`config.mk`:
```
export PLATFORM = sky130hd
export DESIGN_NAME = tron_mmio_bridge
export DESIGN_NICKNAME = d
export VERILOG_FILES = /design/src/rtl/tron_mmio_pkg.sv /design/src/rtl/tron_sw_debouncer.sv /design/src/rtl/tron_mmio_bridge.sv
export SDC_FILE = /design/constraint.sdc
export NUM_CORES = 1
export LEC_CHECK = 0
export ABC_AREA = 1
export BUFFER_PORTS_ARGS = -buffer_cell sky130_fd_sc_hd__buf_2
export CORE_MARGIN = 2
export CORE_UTILIZATION = 58
export DETAILED_ROUTE_END_ITERATION = 12
export GPL_TIMING_DRIVEN = 0
export PLACE_DENSITY = 0.85
export SLEW_MARGIN = 20
export SYNTH_ARGS = -nofsm -noshare
export SYNTH_HDL_FRONTEND = slang
export SYNTH_SLANG_ARGS = --single-unit
export TNS_END_PERCENT = 20
```
`constraint.sdc`:
```
create_clock -name clk -period 3 [get_ports clk]
set_input_delay 0 -clock clk [delete_from_list [all_inputs] [get_ports clk]]
set_output_delay 0 -clock clk [all_outputs]
set_load 0.05 [all_outputs]
```
`src/rtl/tron_mmio_pkg.sv`:
```
// tron_mmio_pkg: register offsets within the tron MMIO window.
package tron_mmio_pkg;
  localparam logic [3:0] OFF_SW_VAL  = 4'd0;
  localparam logic [3:0] OFF_SW_EDGE = 4'd4;
  localparam logic [3:0] OFF_LED     = 4'd8;
  localparam logic [3:0] OFF_CTRL    = 4'd12;
  localparam logic [3:0] OFF_STATUS  = 4'd13;
  localparam int WIN_WORDS   = 16;
  localparam int CTRL_DEB_EN = 0;
endpackage

```
`src/rtl/tron_sw_debouncer.sv`:
```
// tron_sw_debouncer: 2-flop synchroniser, stability debounce and rise detect for one switch channel.
module tron_sw_debouncer #(
  parameter int CH_W       = 8,
  parameter int DEB_CYCLES = 250000
) (
  input  logic            clk,
  input  logic            reset,
  input  logic            deb_en_i,
  input  logic [CH_W-1:0] raw_i,
  output logic [CH_W-1:0] stable_o,
  output logic [CH_W-1:0] rise_o
);
  localparam int CW = $clog2(DEB_CYCLES);
  localparam logic [CW-1:0] LAST = CW'(DEB_CYCLES - 1);
  logic [CH_W-1:0] sync1_q, sync2_q, stable_q, stable_d;
  logic [CW-1:0] cnt_q, cnt_d;
  logic done;
  always_comb begin
    done = cnt_q == LAST;
    stable_d = (!deb_en_i || (sync2_q != stable_q && done)) ? sync2_q : stable_q;
    cnt_d = (!deb_en_i || sync2_q == stable_q || done) ? '0 : cnt_q + 1'b1;
  end
  always_ff @(posedge clk) begin
    if (reset) begin
      sync1_q  <= '0;
      sync2_q  <= '0;
      stable_q <= '0;
      cnt_q    <= '0;
    end else begin
      sync1_q  <= raw_i;
      sync2_q  <= sync1_q;
      stable_q <= stable_d;
      cnt_q    <= cnt_d;
    end
  end
  assign stable_o = stable_q;
  assign rise_o   = stable_d & ~stable_q;
endmodule

```
`src/rtl/tron_mmio_bridge.sv`:
```
// tron_mmio_bridge: CPU-to-exmem bridge serving a 16-word switch/LED window, passing everything else to memory.
module tron_mmio_bridge
  import tron_mmio_pkg::*;
#(
  parameter int                DATA_W     = 16,
  parameter logic [DATA_W-1:0] IO_BASE    = 16'hFFF0,
  parameter int                NUM_IN     = 2,
  parameter int                NUM_OUT    = 2,
  parameter int                CH_W       = 8,
  parameter int                DEB_CYCLES = 250000
) (
  input  logic                    clk,
  input  logic                    reset,
  input  logic [DATA_W-1:0]       cpu_addr,
  input  logic [DATA_W-1:0]       cpu_wdata,
  input  logic                    cpu_we,
  output logic [DATA_W-1:0]       cpu_rdata,
  output logic [DATA_W-1:0]       mem_addr,
  output logic [DATA_W-1:0]       mem_wdata,
  output logic                    mem_we,
  input  logic [DATA_W-1:0]       mem_rdata,
  input  logic [NUM_IN*CH_W-1:0]  sw_in,
  output logic [NUM_OUT*CH_W-1:0] led_out,
  output logic                    edge_any
);
  logic hit, wr;
  logic [3:0] off;
  logic [1:0] grp, ch;
  logic deb_en_q;
  logic [4*CH_W-1:0] val_v, edge_v, led_v;
  logic [CH_W-1:0] sel;
  logic [DATA_W-1:0] rd;
  logic unused_ok;
  assign hit       = cpu_addr[DATA_W-1:4] == IO_BASE[DATA_W-1:4];
  assign off       = cpu_addr[3:0];
  assign grp       = off[3:2];
  assign ch        = off[1:0];
  assign wr        = hit & cpu_we;
  assign mem_addr  = cpu_addr;
  assign mem_wdata = cpu_wdata;
  assign mem_we    = cpu_we & ~hit;
  assign unused_ok = ^cpu_wdata;
  // Channels are padded to four so the read mux can index by offset directly.
  for (genvar g = 0; g < 4; g++) begin : g_ch
    if (g < NUM_IN) begin : g_in
      logic [CH_W-1:0] stable, rise, clr, edge_q;
      tron_sw_debouncer #(.CH_W(CH_W), .DEB_CYCLES(DEB_CYCLES)) u_deb (
        .clk(clk), .reset(reset), .deb_en_i(deb_en_q),
        .raw_i(sw_in[g*CH_W +: CH_W]), .stable_o(stable), .rise_o(rise));
      assign clr = (wr && grp == OFF_SW_EDGE[3:2] && ch == 2'(g)) ? cpu_wdata[CH_W-1:0] : '0;
      always_ff @(posedge clk) edge_q <= reset ? '0 : (edge_q & ~clr) | rise;
      assign val_v[g*CH_W +: CH_W]  = stable;
      assign edge_v[g*CH_W +: CH_W] = edge_q;
    end else begin : g_no_in
      assign val_v[g*CH_W +: CH_W]  = '0;
      assign edge_v[g*CH_W +: CH_W] = '0;
    end
    if (g < NUM_OUT) begin : g_out
      logic [CH_W-1:0] led_q;
      always_ff @(posedge clk)
        if (reset) led_q <= '0;
        else if (wr && grp == OFF_LED[3:2] && ch == 2'(g)) led_q <= cpu_wdata[CH_W-1:0];
      assign led_v[g*CH_W +: CH_W] = led_q;
    end else begin : g_no_out
      assign led_v[g*CH_W +: CH_W] = '0;
    end
  end
  always_ff @(posedge clk)
    if (reset) deb_en_q <= 1'b1;
    else if (wr && off == OFF_CTRL) deb_en_q <= cpu_wdata[CTRL_DEB_EN];
  always_comb begin
    sel = grp == OFF_SW_VAL[3:2] ? val_v[ch*CH_W +: CH_W] :
          grp == OFF_SW_EDGE[3:2] ? edge_v[ch*CH_W +: CH_W] : led_v[ch*CH_W +: CH_W];
    rd = grp != OFF_CTRL[3:2] ? DATA_W'(sel) :
         off == OFF_CTRL ? DATA_W'(deb_en_q) :
         off == OFF_STATUS ? DATA_W'(edge_any) : '0;
  end
  assign cpu_rdata = hit ? rd : mem_rdata;
  assign led_out   = led_v[NUM_OUT*CH_W-1:0];
  assign edge_any  = |edge_v;
endmodule
```
Yosys cells after proc, flatten, opt, wreduce, memory -nomap -nowiden
Index checks and enable logic that the tools add are counted.
{"block": "word_totals", "mem_bits_rw": 0, "output_inout_bits": 66, "latchBits": 0, "ff_bits": 117, "input_bits": 67, "memories": 0, "mem_bits_ro": 0, "wordCells": 75}
{"block": "classes", "muxes": 10, "eq_ne": 13, "n_shift": 3, "reduce_logical": 21, "bitwise": 13, "n_mul": 0, "order_cmp": 0, "n_div": 0, "n_addsub": 2}
{"op": "32-bit by 6-bit variable part select with 8-bit output", "n": 3}
{"op": "8-bit two-way mux", "n": 7}
{"op": "18-bit by 1-bit adder with 18-bit output (second input constant)", "n": 2}
{"op": "18-bit == test (second input constant)", "n": 2}
{"op": "8-bit AND", "n": 4}
{"op": "8-bit inverter", "n": 4}
{"op": "8-bit == test", "n": 2}
{"op": "16-bit two-way mux", "n": 1}
{"op": "8-bit inequality test", "n": 2}
{"op": "8-bit OR", "n": 2}
{"op": "16-bit OR reduction", "n": 1}
{"op": "12-bit == test (second input constant)", "n": 1}
{"op": "1-bit logical AND", "n": 9}
{"op": "4-bit == test (second input constant)", "n": 2}
{"op": "1-bit logical OR", "n": 6}
{"op": "2-bit by 1-bit == test with 1-bit output (second input constant)", "n": 2}
{"op": "2-bit logical NOT", "n": 2}
{"op": "2-bit OR reduction", "n": 2}
{"op": "1-bit AND", "n": 2}
{"op": "2-bit == test (second input constant)", "n": 1}
{"op": "1-bit two-way mux", "n": 2}
{"op": "2-bit inequality test (second input constant)", "n": 1}
{"op": "1-bit logical NOT", "n": 1}
{"op": "1-bit inverter", "n": 1}

Longest topological paths before layout
{"block": "logic_depth", "ltp_word": 8, "depth_mapped": 12, "depth_no_buf": 11}

Modules after synthesis
A second synthesis with hierarchy kept.
{"block": "unflattened", "hier_cells": 901, "hier_area_um2": 6397.4}
{"mod": "tron_sw_debouncer", "n_inst": 2, "cells_each": 274, "seq_area_each_um2": 840.8, "area_each_um2": 2050.7}
{"mod": "tron_mmio_bridge", "n_inst": 1, "cells_each": 353, "seq_area_each_um2": 660.6, "area_each_um2": 2296.0}

Least setup slack after synthesis
Ideal clock, no wire load.
{"block": "synth_path", "kind": "reg-to-reg", "from": "reg g_ch[0].g_in.u_deb.cnt_q[0]", "to": "reg g_ch[0].g_in.u_deb.cnt_q[13]", "t_required_ns": 2.876, "path_buffers": 1, "setup_slack_ns": 1.545, "path_stages_with_launch": 10, "period_less_slack_ns": 1.455, "arrival_time_ns": 1.331, "setup_ns": 0.124, "cell_sequence": "dfxtp_1 -> ha_1 -> nand2_1 -> nor2_1 -> nand2_1 -> nor2_4 -> inv_1 -> nand3_2 -> buf_2 -> nor3_1"}
{"block": "synth_between", "elab_chain_len": 3, "elab_cells_between_ends": 4, "cone_classes": "1 x add/sub; 1 x eq/ne; 2 x reduce/logical"}
{"element": "start: declaration", "line": "tron_sw_debouncer.sv:16", "text": "logic [CW-1:0] cnt_q, cnt_d;"}
{"element": "start signal: assignment", "line": "tron_sw_debouncer.sv:33", "text": "cnt_q <= cnt_d;"}
{"element": "branches (longest 3 deep; another with 18-bit by 1-bit adder with 18-bit output)"}
Several ways; the timed one is not identified.
A chain may end at the register's enable or synchronous reset.

Final worst setup path
{"block": "layout_path", "from": "in cpu_addr[3]", "to": "out cpu_rdata[5]"}
{"block": "layout_between", "elab_chain_len": 5, "elab_cells_between_ends": 7, "cone_classes": "2 x eq/ne; 4 x mux; 1 x reduce/logical"}
{"element": "start: declaration", "line": "tron_mmio_bridge.sv:14", "text": "input logic [DATA_W-1:0] cpu_addr,"}
{"element": "2-bit by 1-bit == test with 1-bit output", "line": "tron_mmio_bridge.sv:73", "text": "grp == OFF_SW_EDGE[3:2] ? edge_v[ch*CH_W +: CH_W] : led_v[ch*CH_W +: CH_W];"}
{"element": "8-bit two-way mux", "line": "tron_mmio_bridge.sv:73"}
{"element": "8-bit two-way mux", "line": "tron_mmio_bridge.sv:72", "text": "sel = grp == OFF_SW_VAL[3:2] ? val_v[ch*CH_W +: CH_W] :"}
{"element": "8-bit two-way mux (*)", "line": "tron_mmio_bridge.sv:74", "text": "rd = grp != OFF_CTRL[3:2] ? DATA_W'(sel) :"}
{"element": "16-bit two-way mux (*)", "line": "tron_mmio_bridge.sv:78", "text": "assign cpu_rdata = hit ? rd : mem_rdata;"}
{"element": "end: declaration", "line": "tron_mmio_bridge.sv:17", "text": "output logic [DATA_W-1:0] cpu_rdata,"}
Mark *: on every way between the ends. The rest lies on a longest branch, timed or not.

==> results.yml <==
detailed_routing:
  drt-total-wl_um: 14900
  drc_errors: 0
  first_pass_iters: 6
  routed_via_density: 5.07
  vias: 5798
  ant_nets: 0
  drt_iter0_drc: 478
  wl_per_cell_um: 13.0
die:
  core_sq_um: 9730
  start_util_pct: 59.3
  die_w_um: 104
  fp.dieH_um: 104
  io_pins: 133
  rows: 36
  die-area_sq_um: 10800
sta:
  max_freq_ghz: 0.487
  rsz0062_at_grt: "false"
  maxSlewHeadroom_pct: 62.3
  worst_pin_slew_ns: 0.565
  hold_viol: 0
  min_period_ns: 2.05
  slew_violations: 0
  fin_skew_ns: 0.00755
  tns_ns: 0
  fin_crit_sh_pct: 68.5
  setup_viol: 0
synth:
  synthCells: 827
  synth-seq-cells: 117
  ys_warn_count: 0
  synthArstFlopShare_pct: 0
  synth-main-ff-cell: "dfxtp_1"
  ys_seq_area_share_pct: 40.6
  ys_types: 38
  synth_edf_count: 0
  syn_area_sq_um: 5770
  synth_nets: 896
  synth.avg_cell_area_sq_um: 6.97
run:
  drv_cap: 0
clocking:
  cts_resized: 0
  cts_buffers: 17
  htree_levels: 4
  holdBufCountCts: 28
  cts_setup_buffers: 0
  cts_tree: "done"
  clockRootBuffer: "clkbuf_8"
  clock_path_buffers: 2
  clk_latency_ns: 0.51
  cts_sinks: 117
  path_clk_slew_ns: 0.06
placement:
  globalplace.congestion: 0.938
  io_buffers: 123
  dp_hpwl_um: 10500
critical_path:
  cp-end-kind: "primary output"
  critPathMaxFanout: 10
  cp.arrival_ns: 2.05
  crit_required_ns: 3.00
  startpoint_type: "primary input"
  critPathKind: "in -> out"
cells_and_area:
  fillerInstances: 759
  seq_area_sq_um: 2340
  nNetsFinal: 1066
  num_antenna_cells: 0
  utilization_pct: 76.1
  layout-drive-gt1-share_pct: 21.8
  layout_commonest_cell: "nand2_1"
  multi_input_area_sq_um: 2550
  final_cell_mix: "nand2_1, nor2_1, inv_1"
  area_growth_syn_to_layout_pct: 28.4
power:
  irDropWorstVdd_mv: 0.368
  leakage_uw: 0.00357
  power_density_nw_per_um2: 534
min_path:
  hold_path.class: "in -> reg"
global_route:
  overflow: 0
  antenna_found_initial: 0
  grt_max_degree: 17
  grt_pass1_wl_um: 24400
  track_usage_pct: 27.7
  grt_pass1_vias: 5408
run_status:
  run_status: "completed"
-- power breakdown --
| part | internal [uW] | total [uW] | switching, uW |
|---|---|---|---|
| sequential | 1580 | 1600 | 17.3 |
| combinational | 146 | 421 | 275 |
| clock | 1220 | 1930 | 712 |
| total | 2950 | 3950 | 1000 |
-- critical path: stages --
cell and delay [ns]:
dlygate4sd3_1 0.53, buf_2 0.19, inv_2 0.12, clkbuf_1 0.37
o22ai_1 0.14, o22ai_1 0.22, nand3_1 0.14, nand2_1 0.09
buf_2 0.26
-- sequential cells by signal, indices dropped and copies added, names as in the netlist --
register                  count
g_ch.g_in.u_deb.sync2_q      16
g_ch.g_in.u_deb.stable_o     16
g_ch.g_in.edge_q             16
g_ch.g_out.led_q             16
g_ch.g_in.u_deb.sync1_q      16
g_ch.g_in.u_deb.cnt_q        36
deb_en_q                      1
-- cell families (layout without fill, tap and decap cells) --
family          count (synthesis)  in the layout  synth area share, %
compound gates                 94             94                 9.31
xor+xnor                       22             22                 3.34
fa+ha+maj                       2              2                0.434
buf+inv                       190            373                 15.1
flops                         117            117                 40.6
simple gates                  402            402                 31.2
-- path summary, 6_finish.rpt --
| path | start | endpoint | slack (ns) | cells past startpoint |
|---|---|---|---|---|
| max | cpu_addr[3] | cpu_rdata[5] | 0.95 | 9 |
| min | cpu_addr[2] | g_ch[0].g_out.led_q[7] | 0.08 | 6 |
| max reg2reg | g_ch[0].g_in.u_deb.cnt_q[0] | g_ch[0].g_in.edge_q[3] | 1.14 | 10 |
| min reg2reg | g_ch[1].g_in.u_deb.sync1_q[4] | g_ch[1].g_in.u_deb.sync2_q[4] | 0.40 | 2 |
-- metal layers --
metal / part of all wire [%] / GRT usage, % / wire, um / vias up
met1: 41 / 31.9 / 6030 / 2561
met3: 8.1 / 6.36 / 1200 / 46
met5: 0 / 0 / 0 / -
met4: 3.5 / 13.0 / 517 / 0
met2: 48 / 48.6 / 7100 / 291
li1: - / - / - / 2900
-- layout make-up --
type / instances / area share [%]
inverter: 136 / 6.90
multi-input combinational: 520 / 34.5
tap: 133 / 2.25
buffer: 54 / 4.87
timing repair buffer: 151 / 12.1
sequential: 117 / 31.6
clock inverter: 12 / 1.74
clock buffer: 20 / 6.02
-- metrics by stage --
| step | hold WS [ns] | total power, uW | instances | cell area, sq um | worst slack [ns] |
|---|---|---|---|---|---|
| final | 0.0834 | 3950 | 1143 | 7400 | 0.946 |
| after global routing | 0.107 | 4080 | 1143 | 7400 | 0.806 |
| after floorplan | 0.107 | 1910 | 827 | 5770 | 1.54 |
| after global placement | 0.203 | 2010 | 1083 | 6550 | 1.26 |
| after CTS | 0.0722 | 3960 | 1143 | 7400 | 0.966 |
| after detailed placement | 0.206 | 2020 | 1083 | 6550 | 1.24 |
-- Yosys cell counts (all sizes together) (5+ instances only) --
cell type,n,area [sq um]
buf,44,323
o211ai,5,37.5
xor2,10,87.6
nor3b,7,52.6
nand3,41,228
nand4,12,105
dfxtp,117,2340
inv,136,510
o221ai,9,78.8
nor2,156,624
nand2,161,632
o22ai,13,81.3
clkbuf,10,37.5
a21oi,31,155
xnor2,12,105
o21ai,34,170
nor3,17,101
Note: power is estimated with default switching activity, not from simulation.
